<file path="src/rtl/lru_pkg.sv">
// Shared types and the recency-order touch helper for the four-item LRU queue.
package lru_pkg;

    localparam int unsigned N_ITEMS = 4;
    localparam int unsigned IDX_W   = $clog2(N_ITEMS);

    typedef logic [IDX_W-1:0] idx_t;
    typedef idx_t [N_ITEMS-1:0] order_t;

    typedef enum logic [1:0] {
        IDLE,
        GRANT,
        COMMIT
    } state_t;

    // Entry 0 is MRU, entry N_ITEMS-1 is LRU.
    localparam order_t ORDER_RST = {idx_t'(3), idx_t'(2), idx_t'(1), idx_t'(0)};

    // Move item k to MRU, shifting the entries that were more recent down by one.
    function automatic order_t touch(input order_t o, input idx_t k);
        order_t r;
        logic   found;
        r     = o;
        found = (o[0] == k);
        for (int unsigned i = 1; i < N_ITEMS; i++) begin
            if (!found) begin
                r[i]  = o[i-1];
                found = (o[i] == k);
            end
        end
        r[0] = k;
        return r;
    endfunction

endpackage

</file>
<file path="src/rtl/btn_edge.sv">
// Button front end: two-flop synchroniser then tick-sampled rising-edge detect.
module btn_edge
    import lru_pkg::*;
#(
    parameter int unsigned W = N_ITEMS
) (
    input  logic         clk,
    input  logic         rst,
    input  logic         tick,
    input  logic [W-1:0] btn_i,
    output logic [W-1:0] press_c
);

    logic [W-1:0] sync1_q;
    logic [W-1:0] sync2_q;
    logic [W-1:0] prev_q;

    always_ff @(posedge clk or negedge rst) begin
        if (!rst) begin
            sync1_q <= '0;
            sync2_q <= '0;
            prev_q  <= '0;
        end else begin
            sync1_q <= btn_i;
            sync2_q <= sync1_q;
            if (tick) begin
                prev_q <= sync2_q;
            end
        end
    end

    // A held button yields one press because prev only advances on tick.
    assign press_c = tick ? (sync2_q & ~prev_q) : '0;

endmodule

</file>
<file path="src/rtl/lru_victim.sv">
// LRU victim server: tracks recency of four items, grants the LRU via req/ack,
// then promotes the evicted item to MRU.
module lru_victim
    import lru_pkg::*;
(
    input  logic             clk,
    input  logic             rst,
    input  logic             tick,
    input  logic             b1,
    input  logic             b2,
    input  logic             b3,
    input  logic             b4,
    input  logic             evict_req,
    input  logic             evict_ack,
    output logic             victim_valid,
    output logic [IDX_W-1:0] victim_idx,
    output logic             l1,
    output logic             l2,
    output logic             l3,
    output logic             l4
);

    localparam logic [N_ITEMS-1:0] LED_RST = {1'b1, {(N_ITEMS-1){1'b0}}};

    logic [N_ITEMS-1:0] press_c;
    logic [N_ITEMS-1:0] pending_q, pending_d;
    logic [N_ITEMS-1:0] led_q, led_d;
    logic [N_ITEMS-1:0] clr_c;
    order_t             order_q, order_d;
    state_t             state_q, state_d;
    logic               valid_q, valid_d;
    idx_t               vidx_q, vidx_d;
    idx_t               pick_c;
    logic               pick_found_c;

    btn_edge #(.W(N_ITEMS)) u_btn_edge (
        .clk     (clk),
        .rst     (rst),
        .tick    (tick),
        .btn_i   ({b4, b3, b2, b1}),
        .press_c (press_c)
    );

    // Lowest-index pending item.
    always_comb begin
        pick_c       = '0;
        pick_found_c = 1'b0;
        for (int unsigned i = 0; i < N_ITEMS; i++) begin
            if (!pick_found_c && pending_q[i]) begin
                pick_c       = idx_t'(i);
                pick_found_c = 1'b1;
            end
        end
    end

    always_comb begin
        state_d = state_q;
        order_d = order_q;
        valid_d = valid_q;
        vidx_d  = vidx_q;
        clr_c   = '0;
        led_d   = '0;
        led_d[order_q[N_ITEMS-1]] = 1'b1;

        case (state_q)
            IDLE: begin
                if (pick_found_c) begin
                    order_d        = touch(order_q, pick_c);
                    clr_c[pick_c]  = 1'b1;
                end else if (evict_req) begin
                    vidx_d  = order_q[N_ITEMS-1];
                    valid_d = 1'b1;
                    state_d = GRANT;
                end
            end
            GRANT: begin
                if (evict_ack) begin
                    valid_d = 1'b0;
                    state_d = COMMIT;
                end
            end
            COMMIT: begin
                order_d = touch(order_q, vidx_q);
                state_d = IDLE;
            end
            default: state_d = IDLE;
        endcase

        // A press landing on the cycle its bit is consumed merges into that touch.
        pending_d = (pending_q | press_c) & ~clr_c;
    end

    always_ff @(posedge clk or negedge rst) begin
        if (!rst) begin
            state_q   <= IDLE;
            order_q   <= ORDER_RST;
            pending_q <= '0;
            valid_q   <= 1'b0;
            vidx_q    <= idx_t'(N_ITEMS - 1);
            led_q     <= LED_RST;
        end else begin
            state_q   <= state_d;
            order_q   <= order_d;
            pending_q <= pending_d;
            valid_q   <= valid_d;
            vidx_q    <= vidx_d;
            led_q     <= led_d;
        end
    end

    assign victim_valid = valid_q;
    assign victim_idx   = vidx_q;
    assign l1           = led_q[0];
    assign l2           = led_q[1];
    assign l3           = led_q[2];
    assign l4           = led_q[3];

endmodule

</file>
<file path="config.mk">
export PLATFORM = sky130hd
export DESIGN_NAME = lru_victim
export DESIGN_NICKNAME = d
export VERILOG_FILES = /design/src/rtl/lru_pkg.sv /design/src/rtl/btn_edge.sv /design/src/rtl/lru_victim.sv
export SDC_FILE = /design/constraint.sdc
export NUM_CORES = 1
export LEC_CHECK = 0
export BUFFER_PORTS_ARGS = -buffer_cell sky130_fd_sc_hd__buf_2
export CAP_MARGIN = 20
export CORE_ASPECT_RATIO = 1.4
export CORE_UTILIZATION = 50
export DETAILED_ROUTE_END_ITERATION = 6
export PLACE_DENSITY = 0.83
export SLEW_MARGIN = 0
export SYNTH_ARGS = -nofsm -noshare
export SYNTH_HDL_FRONTEND = slang
export SYNTH_SLANG_ARGS = --single-unit
</file>
<file path="constraint.sdc">
create_clock -name clk -period 1.9 [get_ports clk]
set_clock_uncertainty 0.2 [all_clocks]
set_input_delay 0.38 -clock clk [delete_from_list [all_inputs] [get_ports clk]]
set_output_delay 0.38 -clock clk [all_outputs]
set_load 0.005 [all_outputs]
</file>
==> flow_summary_export.csv, run 1 <==
group,metric,value,unit
timing,tightest_slew,0.3789,ns
floorplanning,initial_utilization,51.82,%
logic_synthesis,async_reset_ff_share,100.0,%
floorplanning,die_h,66.30,um
critical_path,worstPathRequired,1.92,ns
clock_tree,cts_max_level,2,
logic_synthesis,synth_edf_count,0,
timing,finalSetupTns,-0.8494,ns
routing,drt_pass1_iterations,4,
clock_tree,clk_pin_slew,0.07,ns
clock_tree,numCtsBuffers,5,
timing,fin_crit_sh,110.8,%
logic_synthesis,netlist_area,1476,sq um
critical_path,critical_path.most_common_cell,"a21oi_2",
power,p_per_area,1993,nW/um^2
critical_path,cp_slowest_cell,"dfstp_2",
run_status,violations,"negative setup slack",
finish,seqCellArea,840.8,sq um
critical_path,critPathMaxStageDelay,0.56,ns
global_routing,antenna_found_initial,0,
place,detailedPlace.worstSlack,-0.2589,ns
global_routing,grt_pass1_vias,1201,
critical_path,path_cells,"xnor2_1 -> a21oi_2 -> a21oi_2 -> a2111oi_4 -> o311ai_2 -> mux2_2",
clock_tree,cts_buffer_depth,2,
timing,min_period,2.105,ns
logic_synthesis,ys_types,37,
finish,area_delta_synth_final,37.29,%
timing,max_slew_margin,74.53,%
timing,setup_viol,6,
routing,antenna_left,0,
finish,antenna_cells,0,
worst_hold_path,hp-class,"reg2reg",
finish,drive_above_1_share,53.98,%
clock_tree,cts.sinks,33,
critical_path,start_kind,"register",
critical_path,crit_fanout,3,
global_routing,overflow,0,
timing,fmaxAchievable,475.0,MHz
floorplanning,die_area,3177,sq um
logic_synthesis,synth_flop_cell,"dfrtp_1",
logic_synthesis,syn_nets,133,
global_routing,grt_use_total,26.55,%
floorplanning,core,2849,sq um
finish,final_nets,184,
place,io_buffers,15,
routing,drc,0,
clock_tree,tritoncts,"built",
timing,setup_ws,-0.2052,ns
finish,n_fill_cell,158,
routing,drtIter0Drc,48,
run_status,status,"finished, violations left",
logic_synthesis,netlist_instances,124,
routing,wl_per_cell,16.60,um
timing,drv_slew,0,
power,peakVddDrop,0.001354,V
logic_synthesis,ys_seq_elements,33,
power,p_leak,0.8989,nW
routing,wl,3.535,mm
job,maxCapViolations,0,
power,design_power_total,4.040,mW
global_routing,grt_pass1_wl,5.616,mm
place,hpwl,2.167,mm
logic_synthesis,yosysWarnings,0,
finish,multi_input_area,681.9,sq um
global_routing,grt_max_degree,16,
timing,hold_viol_final,0,
clock_tree,clk_latency,0.28,ns
logic_synthesis,synth-seq-area-share,56.53,%
critical_path,endpoint_kind,"register",
routing,vias_per_cell,5.629,
routing,vias,1199,
critical_path,worstPathArrival,2.12,ns
floorplanning,die_w,47.93,um
place,gp_congestion,0.8619,
timing,rsz0062_at_grt,"true",
floorplanning,ios,16,
logic_synthesis,synth_area_per_cell,11.91,sq um
critical_path,critical_path_class,"reg2reg",
clock_tree,clockRootBuffer,"clkbuf_8",
floorplanning,num_rows,23,
cells in the final DEF (no fill, tap or decap), types with 2 or more instances in the layout:
| cell type | count |
|---|---|
| xor2_1 | 2 |
| nand3_1 | 3 |
| buf_4 | 29 |
| dlygate4sd3_1 | 5 |
| o21ai_0 | 5 |
| mux2_2 | 7 |
| o22ai_1 | 3 |
| a21oi_2 | 2 |
| nor2b_1 | 2 |
| nor4_2 | 2 |
| inv_1 | 6 |
| nor3_1 | 2 |
| dfrtp_1 | 21 |
| dfstp_2 | 7 |
| clkbuf_8 | 5 |
| xnor2_1 | 6 |
| nand2_1 | 7 |
| a211oi_4 | 2 |
| nor2_1 | 7 |
| buf_2 | 15 |
| dfrtp_2 | 5 |
| clkinv_2 | 2 |
| mux2_4 | 3 |
| a21oi_1 | 4 |
cell type report:
class	count	area share, %
Clock buffer	5	3.395
Multi-Input combinational cell	79	33.64
Clock inverter	3	0.8642
Tap cell	37	2.284
Timing Repair Buffer	49	16.91
Sequential cell	33	41.48
Inverter	7	1.420
what timing repair did:
item | 4_1_cts | 5_1_grt
endpoints found under the hold margin | 16 | 0
hold buffers | 5 | 0
pin swaps | 4 | 4
setup endpoints to repair | 6 | 7
resized for setup | 11 | 12
setup buffers | 6 | 4
logic make-up (layout without fill, tap and decap cells):
family	count (synthesis)	count (layout)	share of synthesized area [%]
flops	33	33	56.53
simple gates	32	32	11.44
buf+inv	12	64	3.729
compound gates	28	28	15.34
xor+xnor	9	9	5.339
mux	10	10	7.627
cell usage after synthesis (all sizes together) (3+ instances only):
| master | n | share of area [%] |
|---|---|---|
| nand3 | 3 | 1.0 |
| buf | 3 | 1.4 |
| o22ai | 3 | 1.3 |
| mux2 | 10 | 7.6 |
| dfrtp | 26 | 44 |
| xnor2 | 7 | 4.2 |
| inv | 7 | 1.8 |
| nor2 | 9 | 2.5 |
| o21ai | 6 | 2.0 |
| nand2 | 7 | 1.8 |
| a21oi | 7 | 3.1 |
| dfstp | 7 | 12 |
| nor3 | 3 | 1.0 |
through the flow:
step	area (sq um)	utilization [%]	cells	hold WS [ns]
5_1_grt	2027	71.15	213	0.1588
6_report	2027	71.15	213	0.1479
2_1_floorplan	1504	-	124	-0.1156
3_5_place_dp	1737	60.96	190	0.1036
4_1_cts	1951	68.47	209	0.1562
3_3_place_gp	1737	60.96	190	0.1025
flip-flops by register name (all words and copies together) (netlist names):
signal,flops
victim_idx,2
led_q,4
victim_valid,1
pending_q,4
u_btn_edge.prev_q,4
order_q,8
state_q,2
u_btn_edge.sync2_q,4
u_btn_edge.sync1_q,4
worst paths after layout:
check                                                startpoint                         endpoint  slack, ns  depth (start not counted)
worst max register to register        victim_idx[0]$_DFFE_PN1P_           order_q[7]$_DFFE_PN1P_      -0.21                          6
max in group asynchronous                                   rst        victim_idx[0]$_DFFE_PN1P_       0.64                          3
worst min-delay path            u_btn_edge.sync1_q[0]$_DFF_PN0_  u_btn_edge.sync2_q[0]$_DFF_PN0_       0.15                          0
worst max-delay path                  victim_idx[0]$_DFFE_PN1P_           order_q[7]$_DFFE_PN1P_      -0.21                          6
min in group asynchronous                                   rst           order_q[3]$_DFFE_PN0P_       0.32                          2
worst min register to register  u_btn_edge.sync1_q[0]$_DFF_PN0_  u_btn_edge.sync2_q[0]$_DFF_PN0_       0.15                          0
critical path: cells and delay by family, from the launching register on:
kind | cells | cell delay (ns)
flops | 1 | 0.56
compound gates | 4 | 0.86
xor+xnor | 1 | 0.10
mux | 1 | 0.31
per-layer routing:
| layer | global-route usage [%] | part of all wire [%] |
|---|---|---|
| met5 | 0 | 0 |
| met4 | 13.89 | 3.1 |
| met3 | 7.923 | 4.9 |
| met2 | 41.39 | 53 |
| met1 | 31.90 | 39 |
power breakdown:
group          internal, mW  switching [mW]  total [mW]
Combinational          1.23           0.963        2.19
Sequential             1.01           0.327        1.34
Clock                 0.252           0.258       0.510
Total                  2.49            1.55        4.04
(Power assumes the default switching activity.)
==> run 2: changes to the inputs <==
--- a/config.mk
+++ b/config.mk
@@ -10,7 +10,7 @@
 export CORE_ASPECT_RATIO = 1.4
 export CORE_UTILIZATION = 50
 export DETAILED_ROUTE_END_ITERATION = 6
-export PLACE_DENSITY = 0.83
+export PLACE_DENSITY_LB_ADDON = 0.08
 export SLEW_MARGIN = 0
 export SYNTH_ARGS = -nofsm -noshare
 export SYNTH_HDL_FRONTEND = slang
==> flow_summary_export.csv, run 2 (same netlist as run 1, synthesis figures left out) <==
group,metric,value,unit
clock_tree,clk_latency,0.28,ns
critical_path,cp_slowest_cell,"dfrtp_2",
clock_tree,clk_pin_slew,0.06,ns
place,gp_congestion,0.8001,
finish,largest_register_ffs,8,
timing,fin_crit_sh,111.0,%
global_routing,antenna_found_initial,0,
worst_hold_path,hold_depth,0,
critical_path,critPathMaxStageDelay,0.46,ns
place,detailedPlace.worstSlack,-0.3086,ns
clock_tree,cts_max_level,2,
place,io_buffers,15,
finish,layout_common_cells,"buf_4 (29), dfrtp_1 (23), buf_2 (15)",
power,peakVddDrop,0.001225,V
critical_path,endpoint_kind,"register",
global_routing,grt_use_total,22.57,%
finish,antenna_cells,0,
critical_path,worstPathRequired,1.91,ns
routing,wl_per_cell,15.02,um
floorplanning,die_w,47.93,um
critical_path,crit_fanout,6,
critical_path,cp.buffers_inverters,2,
power,p_per_area,1965,nW/um^2
finish,area_delta_synth_final,38.22,%
routing,drc,0,
critical_path,critical_path.most_common_cell,"buf_4",
timing,tightest_slew,0.3908,ns
critical_path,r2r_cells,7,
finish,drive_above_1_share,53.67,%
place,hpwl,2.070,mm
critical_path,critical_path_class,"reg2reg",
routing,antenna_left,0,
job,maxCapViolations,0,
place,dpl-instance-area,1759,sq um
finish,final_common_cell,"buf_4",
critical_path,worstPathArrival,2.12,ns
run_status,status,"finished, violations left",
critical_path,cp_num_cells,7,
worst_hold_path,hp-class,"reg2reg",
clock_tree,cts.sinks,33,
critical_path,path_cells,"buf_4 -> buf_4 -> nor3_1 -> xnor2_1 -> nand3_1 -> o311ai_2 -> mux2_2",
timing,max_slew_margin,73.94,%
global_routing,grt_pass1_wl,4.788,mm
floorplanning,initial_utilization,51.82,%
timing,setup_viol,6,
finish,final_nets,185,
timing,setup_ws,-0.2089,ns
global_routing,grt_pass1_vias,1062,
critical_path,start_kind,"register",
clock_tree,tritoncts,"built",
timing,finalSetupTns,-1.037,ns
routing,drt_pass1_iterations,4,
floorplanning,die_area,3177,sq um
power,p_leak,0.9053,nW
critical_path,crit_family,"flip-flops",
timing,fmaxAchievable,474.2,MHz
routing,wl,3.214,mm
clock_tree,numCtsBuffers,5,
timing,hold_viol_final,0,
routing,vias_per_cell,5.150,
finish,design_area,2041,sq um
floorplanning,die_h,66.30,um
clock_tree,cts_buffer_depth,2,
timing,min_period,2.109,ns
global_routing,grt_max_degree,34,
timing,drv_slew,0,
routing,vias,1102,
global_routing,overflow,0,
finish,top_register,"order_q",
routing,drtIter0Drc,35,
floorplanning,num_rows,23,
run_status,violations,"negative setup slack",
clock_tree,clockRootBuffer,"clkbuf_8",
floorplanning,ios,16,
floorplanning,core,2849,sq um
timing,rsz0062_at_grt,"true",
[run 2: metal layers]
layer,track usage (%),share of wire (%)
met1,27.62,43
met2,35.98,51
met3,4.918,2.5
met4,11.46,2.6
met5,0,0
[run 2: area by class of cell]
class / count / area [sq um]
clock buffer: 7 / 96.34
timing repair buffer: 50 / 354.1
inverter: 7 / 26.28
clock inverter: 1 / 5.005
multi-input combinational: 79 / 674.4
fill: 193 / 808.3
sequential: 33 / 838.3
tap: 37 / 46.29
[run 2: worst paths after layout]
| path | from | endpoint | slack (ns) |
|---|---|---|---|
| worst max-delay path | pending_q[0]$_DFF_PN0_ | order_q[6]$_DFFE_PN1P_ | -0.21 |
| worst min-delay path | u_btn_edge.sync1_q[2]$_DFF_PN0_ | u_btn_edge.sync2_q[2]$_DFF_PN0_ | 0.16 |
| worst max register to register | pending_q[0]$_DFF_PN0_ | order_q[6]$_DFFE_PN1P_ | -0.21 |
| worst min register to register | u_btn_edge.sync1_q[2]$_DFF_PN0_ | u_btn_edge.sync2_q[2]$_DFF_PN0_ | 0.16 |
| max in group asynchronous | rst | victim_idx[1]$_DFFE_PN1P_ | 0.74 |
| min in group asynchronous | rst | led_q[2]$_DFF_PN0_ | 0.45 |
[run 2: through the flow]
stage / hold WS, ns / util [%] / power (mW) / instances
2_1_floorplan: -0.1156 / - / 2.452 / 124
3_3_place_gp: 0.1318 / 61.75 / 3.021 / 193
3_5_place_dp: 0.1404 / 61.75 / 3.077 / 193
4_1_cts: 0.1352 / 70.09 / 3.878 / 213
5_1_grt: 0.1643 / 71.63 / 4.242 / 214
6_report: 0.1575 / 71.63 / 4.009 / 214
[run 2: repair_timing]
item | CTS | global route
endpoints found under the setup margin | 6 | 8
buffers inserted | 7 | 1
resized for setup | 9 | 10
pin swaps | 4 | 2
endpoints found under the hold margin | 30 | 0
hold buffers | 5 | 0
[run 2: power breakdown]
part	internal, mW	switching, mW
registers	1.01	0.306
logic	1.22	0.917
clock network	0.327	0.235
total	2.55	1.46
